File: config.mk
export PLATFORM = sky130hd
export DESIGN_NAME = adc_frame_packer
export DESIGN_NICKNAME = d
export VERILOG_FILES = /design/src/rtl/adc_frame_packer.sv
export SDC_FILE = /design/constraint.sdc
export NUM_CORES = 1
export LEC_CHECK = 0
export ABC_CLOCK_PERIOD_IN_PS = 9550
export BUFFER_PORTS_ARGS = -buffer_cell sky130_fd_sc_hd__clkbuf_2
export CAP_MARGIN = 20
export CORE_ASPECT_RATIO = 0.75
export CORE_UTILIZATION = 55
export CTS_BUF_LIST = sky130_fd_sc_hd__clkbuf_4 sky130_fd_sc_hd__clkbuf_8
export DETAILED_ROUTE_END_ITERATION = 6
export MAX_ROUTING_LAYER = met4
export PLACE_DENSITY = 0.82
export SYNTH_ARGS = -nofsm -noshare
export SYNTH_HDL_FRONTEND = slang
export SYNTH_SLANG_ARGS = --single-unit
File: constraint.sdc
create_clock -name clk_i_50Mhz -period 9.55 [get_ports clk_i_50Mhz]
set_input_delay 1.91 -clock clk_i_50Mhz [delete_from_list [all_inputs] [get_ports clk_i_50Mhz]]
set_output_delay 1.91 -clock clk_i_50Mhz [all_outputs]
set_load 0.02 [all_outputs]
File: src/rtl/adc_frame_packer.sv
// ADC frame packer: on request, emits a header word followed by FRAME_LEN samples into a
// DEPTH-word FIFO, flagging the final sample and recording any words dropped on a full FIFO.
module adc_frame_packer #(
  parameter int unsigned FRAME_LEN = 256,
  parameter int unsigned DEPTH     = 16,
  parameter logic [15:0] HEADER    = 16'hA5A5
) (
  input  logic        clk_i_50Mhz,
  input  logic        rst,
  input  logic [15:0] data_i,
  input  logic        start_i,
  output logic [15:0] m_data_o,
  output logic        m_valid_o,
  input  logic        m_ready_i,
  output logic        m_last_o,
  output logic        busy_o,
  output logic        overflow_o
);

  localparam int unsigned AW = $clog2(DEPTH);

  localparam logic [15:0] LastIdx  = 16'(FRAME_LEN - 1);
  localparam logic [AW:0] DepthCnt = (AW + 1)'(DEPTH);
  localparam logic [AW:0] CntOne   = (AW + 1)'(1);
  localparam logic [AW-1:0] PtrOne = AW'(1);

  typedef enum logic [1:0] {
    StIdle,
    StHeader,
    StCapture,
    StDrain
  } state_e;

  state_e state_q, state_d;

  logic [15:0]   smp_cnt_q, smp_cnt_d;
  logic          ovf_q, ovf_d;
  logic [AW-1:0] wr_ptr_q, wr_ptr_d;
  logic [AW-1:0] rd_ptr_q, rd_ptr_d;
  logic [AW:0]   count_q, count_d;

  // Each entry carries the last-sample flag in bit 16 alongside the 16-bit word.
  logic [16:0] mem_q [DEPTH];

  logic        push;
  logic        push_ok;
  logic        pop;
  logic [16:0] push_word;
  logic        start_frame;

  // Frame sequencing: header, FRAME_LEN samples, then wait for the FIFO to empty.
  always_comb begin
    state_d     = state_q;
    smp_cnt_d   = smp_cnt_q;
    push        = 1'b0;
    push_word   = '0;
    start_frame = 1'b0;
    unique case (state_q)
      StIdle: begin
        if (start_i) begin
          start_frame = 1'b1;
          smp_cnt_d   = '0;
          state_d     = StHeader;
        end
      end
      StHeader: begin
        push      = 1'b1;
        push_word = {1'b0, HEADER};
        smp_cnt_d = '0;
        state_d   = StCapture;
      end
      StCapture: begin
        // The counter advances whether or not the FIFO accepts the word.
        push      = 1'b1;
        push_word = {(smp_cnt_q == LastIdx), data_i};
        smp_cnt_d = smp_cnt_q + 16'd1;
        if (smp_cnt_q == LastIdx) begin
          state_d = StDrain;
        end
      end
      StDrain: begin
        if (count_q == '0) begin
          state_d = StIdle;
        end
      end
      default: state_d = StIdle;
    endcase
  end

  // FIFO handshake: a full FIFO still takes a push when the head leaves on the same edge.
  always_comb begin
    pop      = (count_q != '0) && m_ready_i;
    push_ok  = push && ((count_q < DepthCnt) || pop);
    wr_ptr_d = push_ok ? wr_ptr_q + PtrOne : wr_ptr_q;
    rd_ptr_d = pop ? rd_ptr_q + PtrOne : rd_ptr_q;
    count_d  = count_q;
    if (push_ok && !pop) begin
      count_d = count_q + CntOne;
    end else if (!push_ok && pop) begin
      count_d = count_q - CntOne;
    end
  end

  // Sticky drop flag, cleared only when a new frame is accepted.
  always_comb begin
    ovf_d = ovf_q;
    if (start_frame) begin
      ovf_d = 1'b0;
    end else if (push && !push_ok) begin
      ovf_d = 1'b1;
    end
  end

  // Control state with asynchronous reset.
  always_ff @(posedge clk_i_50Mhz or negedge rst) begin
    if (!rst) begin
      state_q   <= StIdle;
      smp_cnt_q <= '0;
      ovf_q     <= 1'b0;
      wr_ptr_q  <= '0;
      rd_ptr_q  <= '0;
      count_q   <= '0;
    end else begin
      state_q   <= state_d;
      smp_cnt_q <= smp_cnt_d;
      ovf_q     <= ovf_d;
      wr_ptr_q  <= wr_ptr_d;
      rd_ptr_q  <= rd_ptr_d;
      count_q   <= count_d;
    end
  end

  // FIFO storage; contents are qualified by count_q so no reset is needed.
  always_ff @(posedge clk_i_50Mhz) begin
    if (push_ok) begin
      mem_q[wr_ptr_q] <= push_word;
    end
  end

  // Outputs are forced to zero while the FIFO is empty so reset leaves them clean.
  always_comb begin
    m_valid_o  = (count_q != '0);
    m_data_o   = m_valid_o ? mem_q[rd_ptr_q][15:0] : 16'h0000;
    m_last_o   = m_valid_o && mem_q[rd_ptr_q][16];
    busy_o     = (state_q != StIdle);
    overflow_o = ovf_q;
  end

endmodule

==> summary.md, run 1 <==
| Metric | Value |
|---|---|
| Filler cells | `1465` |
| DRC Markers | `0` |
| Die height | `132.1 microns` |
| Skew final | `0.02897 ns` |
| Total nets after synthesis | `703` |
| Max FO, Critical Path | `54` |
| Pwr Total | `4.195 mW` |
| Int Power | `2.835 mW` |
| First-pass GRT wire length | `39460 microns` |
| Global route total overflow | `0` |
| Crit-path cells | `buf_4, mux4_2, mux2_2, o21ai_0, a21oi_1, clkbuf_2` |
| Port bufs | `39` |
| Place WS | `4.803 ns` |
| Endpoint of the worst hold path | `smp_cnt_q[1]$_DFFE_PN0P_` |
| Tot GR Track Use | `0.2390` |
| Period utilisation layout | `0.5547` |
| Initial core utilization | `0.5612` |
| Drt wl/cell | `24.19 microns` |
| Sequential power share | `0.421` |
| Syn. warnings | `0` |
| Area grow syn2layout | `12.58%` |
| RR Startpoint | `state_q[0]$_DFFE_PN0P_` |
| Hold WC Path Type | `register to register` |
| Final setup violating endpoints | `0` |
| Power share of the clock group | `0.256` |
| Avg Inst Size Synth | `18.60 sq um` |
| F_max | `0.1888 GHz` |
| Maxcap violations | `0` |
| CP max stage cell | `buf_4` |
| Crit. End Element | `primary output` |
| # H-tree levels | `2` |
| Cells after Synth | `667` |
| Vias in the first global route | `6841` |
| WP data arrival | `3.39 ns` |
| Drt pass-1 iters | `5` |
| Antenna Nets Post-Route | `0` |
| DR top layer | `met4` |
| Largest net degree at the start of global routing | `55` |
| Sequential share of the synthesized area | `0.7228` |
| P per Cell Area | `300.3 nW/um^2` |
| Via total after detailed routing | `6688` |
| Met3 WL | `2474 microns` |
| FF+latch count, synth | `304` |
| Rows | `47` |
| Ys async rst share | `0.1053` |
| Reg2Reg Setup Slack | `5.75 ns` |
| Antenna violations before repair | `0` |
| Post-cts sizing count | `0` |
| CORE AREA | `22110 sq um` |
| CP bufs+invs | `2` |
| Die X | `175.4 microns` |
| Hold_buf cts | `0` |
| Post-detail-place hpwl | `15070 microns` |
| Worst Reg2Reg Path Length in Cells | `9` |
| Top_reg_cell synth | `edfxtp_1` |
| Fin worst setup slack | `4.253 ns` |
| Number of CTS-inserted buffers | `46` |
| Final hold viol count | `0` |
| Wire length on met2 | `12420 microns` |
| Slew headroom | `0.2845` |
| Nets | `775` |
| Sw Pwr | `1.360 mW` |
| CTS clk-pin slew, worst paths | `0.07 ns` |
| Post-DP Area | `13010 sq um` |
| Share of the synthesized area in the top cell type | `0.6583` |
| RSZ-0062 raised after global routing | `false` |
| Crit start category | `register` |
| Share of cells above drive strength 1 | `0.3166` |
| Cell taking the most area after synthesis | `edfxtp_1` |
| Min-delay src | `smp_cnt_q[1]$_DFFE_PN0P_` |
| Sw Ratio | `0.3241` |
| Area contributors post-synth | `edfxtp_1 (66%), mux4_2 (12%), dfrtp_1 (6.5%)` |
| IO Count | `40` |
| Crit Path Class | `register to primary output` |
| Die Area | `23170 sq um` |
| DRT iter0 DRCs | `878` |
| RD Place Congestion | `0.7805` |
| Min cycle time layout | `5.297 ns` |
| Critical Path RT | `7.64 ns` |
| TNS Setup | `0 ns` |
| Cells on Worst Hold Path | `2` |
| Worst-Skew Late Latency | `0.57 ns` |
| Postcts setup bufs | `0` |
| Most frequent cells after synthesis | `edfxtp_1 (272), mux4_2 (68), a21oi_1 (38)` |
| Max IR drop VDD | `0.0002751 V` |
| Largest delay share family, worst path | `buffers and inverters` |
| LEAKAGE | `4.765 nW` |
| CP max stage delay | `0.79 ns` |
| CTS Sinks | `304` |
| Slew @ Worst Pin | `1.071 ns` |
| Cell Area, Synth | `12410 sq um` |
| Status | `finished, final reports clean` |
| Via-to-Cell Ratio | `6.245` |
| TritonCTS clock tree | `done` |
| Final instance area | `13970 sq um` |
| Root Buffer | `clkbuf_8` |
| Combinational share of power | `0.323` |
| Synth unique cells | `42` |
| EDFF count, synth | `272` |
| Bufs on Longest Clock Path | `3` |
| Max-slew violations | `0` |
| N_diodes | `0` |
| Reg2reg end | `count_q[4]$_DFFE_PN0P_` |
| Wire length on met1 | `10260 microns` |
| DRT Wirelength | `25910 microns` |
| Count leader, synth | `edfxtp_1` |
power by group through the flow:
| stage | combinational [mW] | sequential [mW] | clock (mW) |
|---|---|---|---|
| 2_1_floorplan | 0.988 | 1.74 | 0 |
| 4_1_cts | 1.36 | 1.77 | 1.09 |
| 3_5_place_dp | 1.36 | 1.79 | 0 |
| 5_1_grt | 1.45 | 1.78 | 1.14 |
| 3_3_place_gp | 1.32 | 1.77 | 0 |
| 6_report | 1.36 | 1.76 | 1.08 |
logic make-up (layout without fill, tap and decap cells):
group | count (synthesis) | in the layout | synth area share
flops | 304 | 304 | 0.7228
simple gates | 97 | 97 | 0.04124
xor+xnor | 12 | 12 | 0.008470
mux | 106 | 106 | 0.1561
fa+ha+maj | 16 | 16 | 0.01674
compound gates | 84 | 84 | 0.03832
buf+inv | 48 | 158 | 0.01634
sequential cells by signal, indices dropped and copies added, names as in the netlist:
name and count:
overflow_o 1, wr_ptr_q 4, mem_q 272, rd_ptr_q 4
smp_cnt_q 16, count_q 5, state_q 2
metrics by stage:
step                cells  hold slack [ns]    util
detailed placement    983           0.5167  0.5886
finish               1071           0.5358  0.6318
global route         1071           0.5802  0.6318
global placement      983           0.4976  0.5886
floorplan             667           0.4784       -
CTS                  1069           0.5322  0.6311
worst reg2reg max path, delay by kind of cell, from the launching register on:
kind                     cells  cell delay, ns
flip-flops                   1            0.41
adder cells (fa/ha/maj)      3            1.35
buffers and inverters        2            0.26
AO/OA/AOI/OAI                4            1.63
layout make-up:
cell class,count,area (sq um),share of cell area
Sequential cell,304,8975,0.6425
Clock inverter,26,202.7,0.01451
Multi-Input combinational cell,315,3284,0.2351
Clock buffer,60,738.2,0.05284
Timing Repair Buffer,61,360.3,0.02580
Inverter,11,41.29,0.002956
Tap cell,294,367.9,0.02633
layout by cell type, fill, tap and decap left out, types with 3 or more instances in the layout:
| cell | synthesis | routed |
|---|---|---|
| a21oi_1 | 38 | 38 |
| and2_1 | 8 | 8 |
| buf_4 | 0 | 22 |
| bufinv_16 | 0 | 3 |
| clkbuf_2 | 0 | 39 |
| clkbuf_4 | 0 | 14 |
| clkbuf_8 | 0 | 46 |
| clkinv_1 | 0 | 9 |
| clkinv_2 | 0 | 11 |
| dfrtp_1 | 32 | 29 |
| edfxtp_1 | 272 | 272 |
| ha_1 | 15 | 15 |
| inv_1 | 11 | 11 |
| mux2_2 | 20 | 20 |
| mux2i_1 | 18 | 18 |
| mux4_2 | 68 | 68 |
| nand2_1 | 21 | 21 |
| nand2b_1 | 4 | 4 |
| nand4_1 | 6 | 6 |
| nor2_1 | 19 | 8 |
| nor2_2 | 0 | 11 |
| nor2b_1 | 9 | 9 |
| nor3_1 | 8 | 4 |
| nor3_2 | 0 | 4 |
| nor4_1 | 3 | 3 |
| o21ai_0 | 27 | 27 |
| o31ai_1 | 8 | 8 |
| or3_1 | 4 | 4 |
| or4_1 | 6 | 6 |
| xnor2_1 | 10 | 10 |
routing by layer:
layer,up-vias,track usage
met3,73,0.05363
met5,-,-
li1,2827,-
met2,372,0.3556
met4,0,0.08261
met1,3416,0.3299
worst max-delay path by stage:
stage	start	to	slack, ns	cells after the start
finish	rd_ptr_q[1]$_DFFE_PN0P_	m_last_o	4.25	6
global route	rd_ptr_q[1]$_DFFE_PN0P_	m_data_o[7]	4.07	6
floorplan	m_ready_i	mem_q[3][0]$_DFFE_PP_	5.32	4
detailed placement	rd_ptr_q[1]$_DFFE_PN0P_	m_last_o	4.80	6
global placement	rd_ptr_q[1]$_DFFE_PN0P_	m_data_o[7]	4.85	6
CTS	rd_ptr_q[1]$_DFFE_PN0P_	m_last_o	4.20	6
(Power assumes the default switching activity.)
==> inputs of run 2 (changes only) <==
--- a/config.mk
+++ b/config.mk
@@ -5,7 +5,8 @@
 export SDC_FILE = /design/constraint.sdc
 export NUM_CORES = 1
 export LEC_CHECK = 0
-export ABC_CLOCK_PERIOD_IN_PS = 9550
+export ABC_AREA = 1
+export ABC_CLOCK_PERIOD_IN_PS = 4900
 export BUFFER_PORTS_ARGS = -buffer_cell sky130_fd_sc_hd__clkbuf_2
 export CAP_MARGIN = 20
 export CORE_ASPECT_RATIO = 0.75
==> constraint.sdc (replaced) <==
create_clock -name clk_i_50Mhz -period 4.9 [get_ports clk_i_50Mhz]
set_input_delay 0.98 -clock clk_i_50Mhz [delete_from_list [all_inputs] [get_ports clk_i_50Mhz]]
set_output_delay 0.98 -clock clk_i_50Mhz [all_outputs]
set_load 0.02 [all_outputs]
==> run 2 against run 1 <==
Compared with the run above: highest routed layer unchanged; clock power increased by 90%; worst setup slack lost 3.6 ns; global-route usage grew 3.2 points; largest cell class unchanged.
==> summary.md, run 2 <==
| Metric | Value |
|---|---|
| Status | `finished, final reports clean` |
| IO Count | `40 (unchanged)` |
| CTS Sinks | `304 (unchanged)` |
| Via-to-Cell Ratio | `5.740 (-8.1%)` |
| Area contributors post-synth | `edfxtp_1 (63%), nand2_1 (12%), nand3_1 (8.8%)` |
| Most frequent cells after synthesis | `nand2_1 (423), edfxtp_1 (272), nand3_1 (227)` |
| Final setup violating endpoints | `0 (unchanged)` |
| Min cycle time layout | `4.271 ns` |
| Rows | `48 (+2.1%)` |
| Die height | `135.0 microns (+2.2%)` |
| Synth unique cells | `28 (-33%)` |
| Period utilisation layout | `0.8717` |
| Ys async rst share | `0.1053 (unchanged)` |
| Post-detail-place hpwl | `17510 microns (+16%)` |
| Die X | `179.3 microns (+2.2%)` |
| Min-delay src | `smp_cnt_q[3]$_DFFE_PN0P_` |
| Pwr Total | `9.454 mW (+130%)` |
| Share of the synthesized area in the top cell type | `0.6299 (-0.02833)` |
| Top_reg_cell synth | `edfxtp_1` |
| Hold_buf cts | `0 (unchanged)` |
| P per Cell Area | `658.2 nW/um^2 (+120%)` |
| N_diodes | `0 (unchanged)` |
| Worst Reg2Reg Path Length in Cells | `6 (-3)` |
| RSZ-0062 raised after global routing | `false` |
| Postcts setup bufs | `0 (unchanged)` |
| Initial core utilization | `0.5622 (+0.001059)` |
| Reg2reg end | `mem_q[12][6]$_DFFE_PP_` |
| RR Startpoint | `state_q[0]$_DFFE_PN0P_` |
| Reg2Reg Setup Slack | `1.84 ns (-3.91 ns)` |
| Critical Path RT | `3.92 ns (-3.72 ns)` |
| Nets | `1272 (+64%)` |
| CORE AREA | `23060 sq um (+4.3%)` |
| TNS Setup | `0 ns (unchanged)` |
| Cell Area, Synth | `12970 sq um (+4.5%)` |
| Skew final | `0.01191 ns (-0.01706 ns)` |
| Drt pass-1 iters | `5 (unchanged)` |
| EDFF count, synth | `272 (unchanged)` |
| Count leader, synth | `nand2_1` |
| RD Place Congestion | `0.8873 (+14%)` |
| CTS clk-pin slew, worst paths | `0.06 ns (about the same)` |
| Cells after Synth | `1184 (+78%)` |
| WP data arrival | `3.29 ns (-0.10 ns)` |
| Global route total overflow | `0 (unchanged)` |
| Syn. warnings | `0 (unchanged)` |
| Cells on Worst Hold Path | `1 (-1)` |
| Number of CTS-inserted buffers | `45 (-2.2%)` |
| Most common cell after layout, fill and taps aside | `nand2_1` |
| Slew @ Worst Pin | `1.040 ns (-0.03063 ns)` |
| DRT iter0 DRCs | `1020 (+16%)` |
| Max FO, Critical Path | `79 (+46%)` |
| Drt wl/cell | `19.54 microns (-19%)` |
| F_max | `0.2341 GHz` |
| DRT Wirelength | `30720 microns (+19%)` |
| Area grow syn2layout | `10.77%` |
| Worst-Skew Late Latency | `0.55 ns (-0.02 ns)` |
| Total nets after synthesis | `1220 (+74%)` |
| Final hold viol count | `0 (unchanged)` |
| Antenna violations before repair | `0 (unchanged)` |
| Crit start category | `register` |
| DRC Markers | `0 (unchanged)` |
| Largest regs | `mem_q (272), smp_cnt_q (16), count_q (5)` |
| Avg Inst Size Synth | `10.95 sq um (-41%)` |
| Largest net degree at the start of global routing | `80 (+45%)` |
| Root Buffer | `clkbuf_8` |
| Max FFs per register | `272 (unchanged)` |
| Crit. End Element | `primary output` |
| Bufs on Longest Clock Path | `3 (unchanged)` |
| Endpoint of the worst hold path | `smp_cnt_q[3]$_DFFE_PN0P_` |
| # H-tree levels | `2 (unchanged)` |
| Largest Register | `mem_q` |
| TritonCTS clock tree | `done` |
| Crit Path Class | `register to primary output` |
| FF+latch count, synth | `304 (unchanged)` |
| Cell taking the most area after synthesis | `edfxtp_1` |
| Most frequent cells in the layout | `nand2_1 (423), edfxtp_1 (272), nand3_1 (227)` |
| Filler cells | `1730 (+18%)` |
| Via total after detailed routing | `9024 (+35%)` |
| Max-slew violations | `0 (unchanged)` |
| Post-cts sizing count | `0 (unchanged)` |
| Port bufs | `39 (unchanged)` |
| Hold WC Path Type | `register to register` |
| Slew headroom | `0.3038 (+0.01932)` |
| Share of cells above drive strength 1 | `0.1289 (-0.1877)` |
| Die Area | `24200 sq um (+4.4%)` |
| Vias in the first global route | `8656 (+27%)` |
| Maxcap violations | `0 (unchanged)` |
| Max IR drop VDD | `0.0003659 V (+33%)` |
| First-pass GRT wire length | `47380 microns (+20%)` |
| Antenna Nets Post-Route | `0 (unchanged)` |
| Tot GR Track Use | `0.2710 (+0.03198)` |
| Sequential share of the synthesized area | `0.6917 (-0.03111)` |
| LEAKAGE | `5.679 nW (+19%)` |
## run 2: cell count changes after synthesis, moves of 9 or more
cell / change
xnor2_1: -9
nor2_1: +27
a21oi_1: -11
mux4_2: -68
buf_4: +13
nand2_1: +402
nand3_1: +225
mux2i_1: -18
nor2b_1: -9
o21ai_0: -21
mux2_2: -19
inv_1: +31
buf_2: +14
## run 2: layout make-up
class | instances | area (sq um) | share of cell area
clock buffers | 62 | 759.5 | 0.05288
inverters | 46 | 175.2 | 0.01220
multi-input cells | 773 | 3525 | 0.2454
flip-flops and latches | 304 | 8974 | 0.6248
clock inverters | 21 | 143.9 | 0.01002
repair buffers | 66 | 410.4 | 0.02857
well taps | 300 | 375.4 | 0.02613
## run 2: power by group
part	internal [mW]	switching, mW	total, mW
Sequential	3.50	0.210	3.71
Clock	1.11	0.940	2.05
Combinational	0.997	2.69	3.69
Total	5.61	3.84	9.45
## run 2: per-layer routing
metal / track usage / routed length, microns / part of all wire / vias up
li1: - / - / - / 4172
met1: 0.3480 / 12040 / 0.39 / 4298
met2: 0.4385 / 15030 / 0.49 / 477
met3: 0.04364 / 2797 / 0.091 / 77
met4: 0.09757 / 852 / 0.028 / 0
met5: - / 0 / 0 / -
## run 2: stage by stage
step | area [sq um] | worst slack (ns) | util | std cells | hold slack, ns
floorplan | 12970 | 2.265 | - | 1184 | 0.4552
global route | 14360 | 0.5082 | 0.6228 | 1572 | 0.5229
CTS | 14360 | 0.6492 | 0.6228 | 1572 | 0.4989
finish | 14360 | 0.6285 | 0.6228 | 1572 | 0.4997
global placement | 13460 | 1.371 | 0.5836 | 1489 | 0.4804
detailed placement | 13460 | 1.263 | 0.5836 | 1489 | 0.4920
## run 2: logic make-up (layout without fill, tap and decap cells)
| group | Yosys count | in the layout | synth area share |
|---|---|---|---|
| simple gates | 709 | 709 | 0.2299 |
| flops | 304 | 304 | 0.6917 |
| mux | 1 | 1 | 0.0008684 |
| xor+xnor | 10 | 10 | 0.006755 |
| compound gates | 37 | 37 | 0.01525 |
| buf+inv | 107 | 195 | 0.03956 |
| fa+ha+maj | 16 | 16 | 0.01602 |
## run 2: critical path, stage by stage, from the launching register on
cell and delay (ns):
dfrtp_4 0.88, buf_4 0.78, nand2_1 0.17, nand3_1 0.15, nand3_1 0.08, nand2_1 0.08, nand2_1 0.05, a21oi_1 0.26
clkbuf_2 0.23
## run 2: how the worst max path moves through the flow
stage,from,end,slack [ns],cells past startpoint
global placement,rd_ptr_q[0]$_DFFE_PN0P_,m_data_o[5],1.37,8
CTS,rd_ptr_q[0]$_DFFE_PN0P_,m_data_o[5],0.65,8
finish,rd_ptr_q[0]$_DFFE_PN0P_,m_data_o[5],0.63,8
detailed placement,rd_ptr_q[0]$_DFFE_PN0P_,m_data_o[5],1.26,8
floorplan,m_ready_i,mem_q[11][0]$_DFFE_PP_,2.26,4
global route,rd_ptr_q[0]$_DFFE_PN0P_,m_data_o[5],0.51,8
